==> config.mk <==
export PLATFORM = sky130hd
export DESIGN_NAME = spi_cmd_queue_flat
export DESIGN_NICKNAME = d
export VERILOG_FILES = /design/src/rtl/spi_cmd_queue_if.sv /design/src/rtl/spi_cmd_queue.sv /design/src/flat_wrapper.sv
export SDC_FILE = /design/constraint.sdc
export NUM_CORES = 1
export LEC_CHECK = 0
export ABC_AREA = 1
export CORE_MARGIN = 4
export CORE_UTILIZATION = 25
export DETAILED_ROUTE_END_ITERATION = 8
export DONT_BUFFER_PORTS = 1
export HOLD_SLACK_MARGIN = 0.15
export MAX_ROUTING_LAYER = met4
export PLACE_DENSITY = 0.38
export REMOVE_ABC_BUFFERS = 1
export SYNTH_ARGS = -nofsm -noshare
export SYNTH_HDL_FRONTEND = slang
export SYNTH_SLANG_ARGS = --single-unit
==> constraint.sdc <==
create_clock -name clk -period 5 [get_ports clk]
set_input_delay 1 -clock clk [delete_from_list [all_inputs] [get_ports clk]]
set_output_delay 1 -clock clk [all_outputs]
set_load 0.01 [all_outputs]
==> src/rtl/spi_cmd_queue_if.sv <==
// Bus/SPI-side signal bundle for spi_cmd_queue.
// Handshakes: wren is a one-cycle write strobe with no ready. full and ovf are
// status only, and a write while full is dropped. ctrlen is a fixed-length
// strobe with no back-pressure. spi_busy only gates the start of a new command.
interface spi_cmd_queue_if #(
  parameter int ADDR_W = 4,
  parameter int DATA_W = 16,
  parameter int DEPTH  = 4,
  parameter int CNT_W  = 3
);
  logic                     wren;
  logic [31:0]              indata;
  logic                     spi_busy;
  logic                     full;
  logic                     ovf;
  logic [$clog2(DEPTH):0]   pending;
  logic                     ctrlen;
  logic [ADDR_W-1:0]        addr;
  logic [DATA_W-1:0]        sdata;
  logic [CNT_W-1:0]         cntmon;
  logic [1:0]               fsm_state;

  modport master (
    output wren, indata, spi_busy,
    input  full, ovf, pending, ctrlen, addr, sdata, cntmon, fsm_state
  );

  modport slave (
    input  wren, indata, spi_busy,
    output full, ovf, pending, ctrlen, addr, sdata, cntmon, fsm_state
  );
endinterface

==> src/rtl/spi_cmd_queue.sv <==
// FIFO-backed SPI command issuer with a programmable-length ctrlen strobe.
// Optional macro SPI_CMDQ_DEDUP_EN drops writes equal to the last accepted word.
module spi_cmd_queue #(
  parameter int ADDR_W     = 4,
  parameter int DATA_W     = 16,
  parameter int DEPTH      = 4,
  parameter int STROBE_LEN = 5,
  parameter int CNT_W      = 3
) (
  input  logic            clk,
  input  logic            rst_n,
  spi_cmd_queue_if.slave  bus
);
  localparam int PTR_W = $clog2(DEPTH);
  localparam int CMD_W = ADDR_W + DATA_W;
  localparam logic [CNT_W-1:0] CNT_LAST   = CNT_W'(STROBE_LEN - 1);
  localparam logic [PTR_W:0]   COUNT_FULL = (PTR_W + 1)'(DEPTH);

  typedef enum logic [1:0] {IDLE = 2'd0, STROBE = 2'd1, GAP = 2'd2} state_t;

  state_t             state_q, state_d;
  logic [CNT_W-1:0]   cnt_q, cnt_d;
  logic [CMD_W-1:0]   mem [DEPTH];
  logic [PTR_W-1:0]   wr_ptr, rd_ptr;
  logic [PTR_W:0]     count_q;
  logic               ovf_q;
  logic [ADDR_W-1:0]  addr_q;
  logic [DATA_W-1:0]  sdata_q;
  logic               pop, push, dup, full;
  logic               unused_indata;

  assign unused_indata = ^bus.indata;
  assign full          = (count_q == COUNT_FULL);

`ifdef SPI_CMDQ_DEDUP_EN
  logic [31:0] last_q;
  assign dup = (bus.indata == last_q);
`else
  assign dup = 1'b0;
`endif

  // full is the registered occupancy, so a same-cycle pop never frees a slot for this write
  assign push = bus.wren && !full && !dup;

  always_ff @(posedge clk or negedge rst_n) begin
    if (!rst_n) begin
      state_q <= IDLE;
      cnt_q   <= '0;
    end else begin
      state_q <= state_d;
      cnt_q   <= cnt_d;
    end
  end

  always_comb begin
    state_d = state_q;
    cnt_d   = cnt_q;
    pop     = 1'b0;
    case (state_q)
      IDLE: begin
        if (count_q != '0 && !bus.spi_busy) begin
          pop     = 1'b1;
          cnt_d   = '0;
          state_d = STROBE;
        end
      end
      STROBE: begin
        if (cnt_q == CNT_LAST) begin
          cnt_d   = '0;
          state_d = GAP;
        end else begin
          cnt_d = cnt_q + CNT_W'(1);
        end
      end
      GAP:     state_d = IDLE;
      default: state_d = IDLE;
    endcase
  end

  always_comb begin
    bus.ctrlen    = (state_q == STROBE);
    bus.cntmon    = cnt_q;
    bus.fsm_state = state_q;
    bus.full      = full;
    bus.ovf       = ovf_q;
    bus.pending   = count_q;
    bus.addr      = addr_q;
    bus.sdata     = sdata_q;
  end

  always_ff @(posedge clk or negedge rst_n) begin
    if (!rst_n) begin
      wr_ptr  <= '0;
      rd_ptr  <= '0;
      count_q <= '0;
      ovf_q   <= 1'b0;
      addr_q  <= '0;
      sdata_q <= '1;
`ifdef SPI_CMDQ_DEDUP_EN
      last_q  <= '0;
`endif
    end else begin
      if (push) wr_ptr <= wr_ptr + PTR_W'(1);
      if (pop) begin
        rd_ptr  <= rd_ptr + PTR_W'(1);
        addr_q  <= mem[rd_ptr][CMD_W-1:DATA_W];
        sdata_q <= mem[rd_ptr][DATA_W-1:0];
      end
      case ({push, pop})
        2'b10:   count_q <= count_q + (PTR_W + 1)'(1);
        2'b01:   count_q <= count_q - (PTR_W + 1)'(1);
        default: count_q <= count_q;
      endcase
      if (bus.wren && full && !dup) ovf_q <= 1'b1;
`ifdef SPI_CMDQ_DEDUP_EN
      if (push) last_q <= bus.indata;
`endif
    end
  end

  always_ff @(posedge clk) begin
    if (push) mem[wr_ptr] <= bus.indata[CMD_W-1:0];
  end
endmodule
==> src/flat_wrapper.sv <==
// flat-port wrapper written by rule: the top's interface ports become plain ports
module spi_cmd_queue_flat 
#(
  parameter int ADDR_W     = 4,
  parameter int DATA_W     = 16,
  parameter int DEPTH      = 4,
  parameter int STROBE_LEN = 5,
  parameter int CNT_W      = 3
)
  (clk, rst_n, bus_wren, bus_indata, bus_spi_busy, bus_full, bus_ovf, bus_pending, bus_ctrlen, bus_addr, bus_sdata, bus_cntmon, bus_fsm_state);
  spi_cmd_queue_if #(.ADDR_W(ADDR_W), .DATA_W(DATA_W), .DEPTH(DEPTH), .CNT_W(CNT_W)) bus_i ();
  input  logic clk;
  input  logic rst_n;
  input wire logic [$bits(bus_i.wren)-1:0] bus_wren;
  input wire logic [$bits(bus_i.indata)-1:0] bus_indata;
  input wire logic [$bits(bus_i.spi_busy)-1:0] bus_spi_busy;
  output wire logic [$bits(bus_i.full)-1:0] bus_full;
  output wire logic [$bits(bus_i.ovf)-1:0] bus_ovf;
  output wire logic [$bits(bus_i.pending)-1:0] bus_pending;
  output wire logic [$bits(bus_i.ctrlen)-1:0] bus_ctrlen;
  output wire logic [$bits(bus_i.addr)-1:0] bus_addr;
  output wire logic [$bits(bus_i.sdata)-1:0] bus_sdata;
  output wire logic [$bits(bus_i.cntmon)-1:0] bus_cntmon;
  output wire logic [$bits(bus_i.fsm_state)-1:0] bus_fsm_state;
  assign bus_i.wren = bus_wren;
  assign bus_i.indata = bus_indata;
  assign bus_i.spi_busy = bus_spi_busy;
  assign bus_full = bus_i.full;
  assign bus_ovf = bus_i.ovf;
  assign bus_pending = bus_i.pending;
  assign bus_ctrlen = bus_i.ctrlen;
  assign bus_addr = bus_i.addr;
  assign bus_sdata = bus_i.sdata;
  assign bus_cntmon = bus_i.cntmon;
  assign bus_fsm_state = bus_i.fsm_state;
  spi_cmd_queue #(.ADDR_W(ADDR_W), .DATA_W(DATA_W), .DEPTH(DEPTH), .STROBE_LEN(STROBE_LEN), .CNT_W(CNT_W)) u_core (.clk(clk), .rst_n(rst_n), .bus(bus_i));
endmodule
==> results.cfg <==
[drt]
vias = 2982
vias_per_cell = 3.878
detail-route-antenna-nets = 0
wl_um = 10770
wl_met1_um = 4544
drc = 0
wl_met3_um = 927
topRoutingLayerUsed = met4
drtIter0Drc = 114
wire_per_inst_um = 14.00
dr_wl_met2_um = 5116
drt_pre_antenna_iters = 4

[timing]
skew_ns = 0.007689
fin_crit_ns = 2.289
period_share_pct = 45.78
tightest_slew_ns = 0.8341
timing.slew.headroom_pct = 44.39
hold_viol = 0
rsz0062_at_grt = no
setup_viol = 0
fmax_mhz = 436.9
fin_setup_tns_ns = 0
drv_slew = 0
layout_setup_ws_ns = 2.711

[clock_network]
clkTransAtPathRegs_ns = 0.05
root_buffer = clkbuf_16
cts_tree = done
cts-hold-fix-buffers = 0
cts_setup_buffers = 0
htree_levels = 4
clock_path_buffers = 2
cts_buffers = 17
cts.sinks = 113
clk_latency_ns = 0.40
ctsResizeCount = 0

[logic_synthesis]
syn_avg_cell_area_um2 = 10.25
synth_compound_area_share_pct = 0.4551
synth_xor_area_share_pct = 0.8850
synth_mux_area_share_pct = 0
yosys_warnings = 0
synth-simple-area-share_pct = 20.15
synthDistinctLibCells = 26
synth_top_family_by_area = simple AND/OR/NAND/NOR gates
netlist_area_um2 = 4948
synth_adder_area_share_pct = 2.174
syn_inst = 483
ys_seq_elements = 113
seq_area_frac_synth_pct = 65.64

[global_route]
antenna_found_initial = 0
grt_max_degree = 42
grt_pass1_vias = 2961
grt_usage_pct = 10.59
grt_overflow = 0
grt_pass1_wl_um = 16620

[layout]
syn_to_final_growth_pct = 14.77
antenna_cells = 0
final_common_cell = nand2_1
drive_above_1_share_pct = 12.10
final_cell_mix = nand2_1 (177), inv_1 (94), edfxtp_1 (80), nand3_1 (45)
nets = 535

[worst_setup_path]
cp.depth = 3
crit_type = reg2out
slowest_delay_ns = 0.45
cp_top_family = flip-flops
arrival_ns = 1.29
endpoint_kind = output pin
worstSetupStartpointType = flop
required_ns = 4.00
reg2reg_from = u_core.bus.pending[0]
path_cells = inv_2 -> nand3_1 -> inv_1
crit_fanout = 3
reg2reg_depth = 10
slowest_stage = dfrtp_1
cp-startpoint = u_core.bus.pending[0]
crit_buf_inv = 2

[power]
leakagePower_nw = 2.588
power-per-cell-area_nw_per_um2 = 609.5
ir_drop_mv = 0.2071

[floorplan]
start_util_pct = 25.43
dieHeight_um = 148.7
core-area_um2 = 19460
pin_count = 67
fp.dieW_um = 148.7
dieArea_um2 = 22110
num_rows = 51

[place]
place.gp.congestion = 0.6588
pre_cts_slack_ns = 2.274
port_buffers = 0
dp_hpwl_um = 6268

[job]
cap_violations = 0

[worst_hold_path]
hp-class = in2async

[outcome]
status = completed
[sequential cells by signal (all words and copies together), names as in the netlist]
name,flops
u_core.rd_ptr,2
u_core.bus.fsm_state,2
u_core.bus.sdata,16
u_core.bus.cntmon,3
u_core.bus.addr,4
u_core.bus.ovf,1
u_core.mem,80
u_core.bus.pending,3
u_core.wr_ptr,2
[synthesized netlist by cell type]
| cell type | number | area, µm² |
|---|---|---|
| a21o_1 | 1 | 7.510 |
| a21oi_1 | 1 | 5.000 |
| buf_2 | 4 | 20.02 |
| buf_4 | 4 | 30.03 |
| buf_6 | 9 | 101.4 |
| dfrtp_1 | 17 | 425.4 |
| dfstp_2 | 16 | 420.4 |
| edfxtp_1 | 80 | 2402 |
| fa_1 | 1 | 20.02 |
| ha_1 | 7 | 87.58 |
| inv_1 | 94 | 352.8 |
| inv_2 | 5 | 18.77 |
| inv_4 | 1 | 6.260 |
| nand2_1 | 177 | 664.4 |
| nand2_2 | 3 | 18.77 |
| nand3_1 | 45 | 225.2 |
| nand3_2 | 1 | 10.01 |
| nand3b_1 | 1 | 7.510 |
| nand3b_4 | 1 | 20.02 |
| nor2_1 | 5 | 18.77 |
| nor2_2 | 1 | 6.260 |
| nor2_8 | 1 | 20.02 |
| o21ai_0 | 2 | 10.01 |
| or2_2 | 1 | 6.260 |
| xnor2_1 | 2 | 17.52 |
| xor2_1 | 3 | 26.28 |
[layer usage]
metal  track usage, %  vias up
li1                 -     1509
met1            11.73     1393
met2            16.32       65
met3            5.363       15
met4            4.157        0
met5                -        -
[path summary, 6_finish.rpt]
check,to,slack [ns]
worst min register to register,u_core.bus.sdata[10],0.49
min in group clk,u_core.bus.sdata[10],0.49
max in group asynchronous,u_core.bus.sdata[5],4.52
worst max register to register,u_core.bus.pending[2],2.81
worst max-delay path,bus_full,2.71
worst min-delay path,u_core.bus.cntmon[2],0.29
[through the flow]
stage | util [%] | power (mW) | std cells | area [µm²] | hold WS (ns)
final | 29.18 | 3.461 | 769 | 5679 | 0.2911
after global routing | 29.18 | 3.729 | 769 | 5679 | 0.2642
after CTS | 29.18 | 3.542 | 769 | 5679 | 0.2681
after detailed placement | 26.63 | 2.513 | 737 | 5184 | 0.4878
after global placement | 26.63 | 2.489 | 737 | 5184 | 0.4857
after floorplan | - | 2.176 | 466 | 4797 | 0.4736
[logic make-up (layout without fill, tap and decap cells)]
group / count (synthesis) / count (layout)
adders and majority gates: 8 / 8
DFF: 113 / 113
buffers and inverters: 117 / 138
AOI/OAI and AO/OA: 4 / 4
and+or+nand+nor: 236 / 236
xor gates and xnor gates: 5 / 5
[worst reg2reg max path, delay by kind of cell (launching register included)]
| kind | cells | cell delay, ns |
|---|---|---|
| fa+ha+maj | 2 | 0.63 |
| buf+inv | 3 | 0.22 |
| simple gates | 4 | 0.62 |
| xor+xnor | 1 | 0.14 |
| flops | 1 | 0.46 |
[layout make-up]
class / instances / area [µm²]
well taps: 265 / 331.6
flip-flops and latches: 113 / 3248
multi-input cells: 253 / 1181
repair buffers: 6 / 45.04
fillers: 2030 / 13780
clock inverters: 12 / 48.80
inverters: 100 / 377.9
clock buffers: 20 / 446.7
[where the power goes]
| part | total, mW | internal, mW | switching (mW) |
|---|---|---|---|
| sequential | 1.53 | 1.32 | 0.207 |
| clock | 1.00 | 0.624 | 0.380 |
| combinational | 0.928 | 0.297 | 0.631 |
No activity file was read; power rests on OpenSTA's default activity.
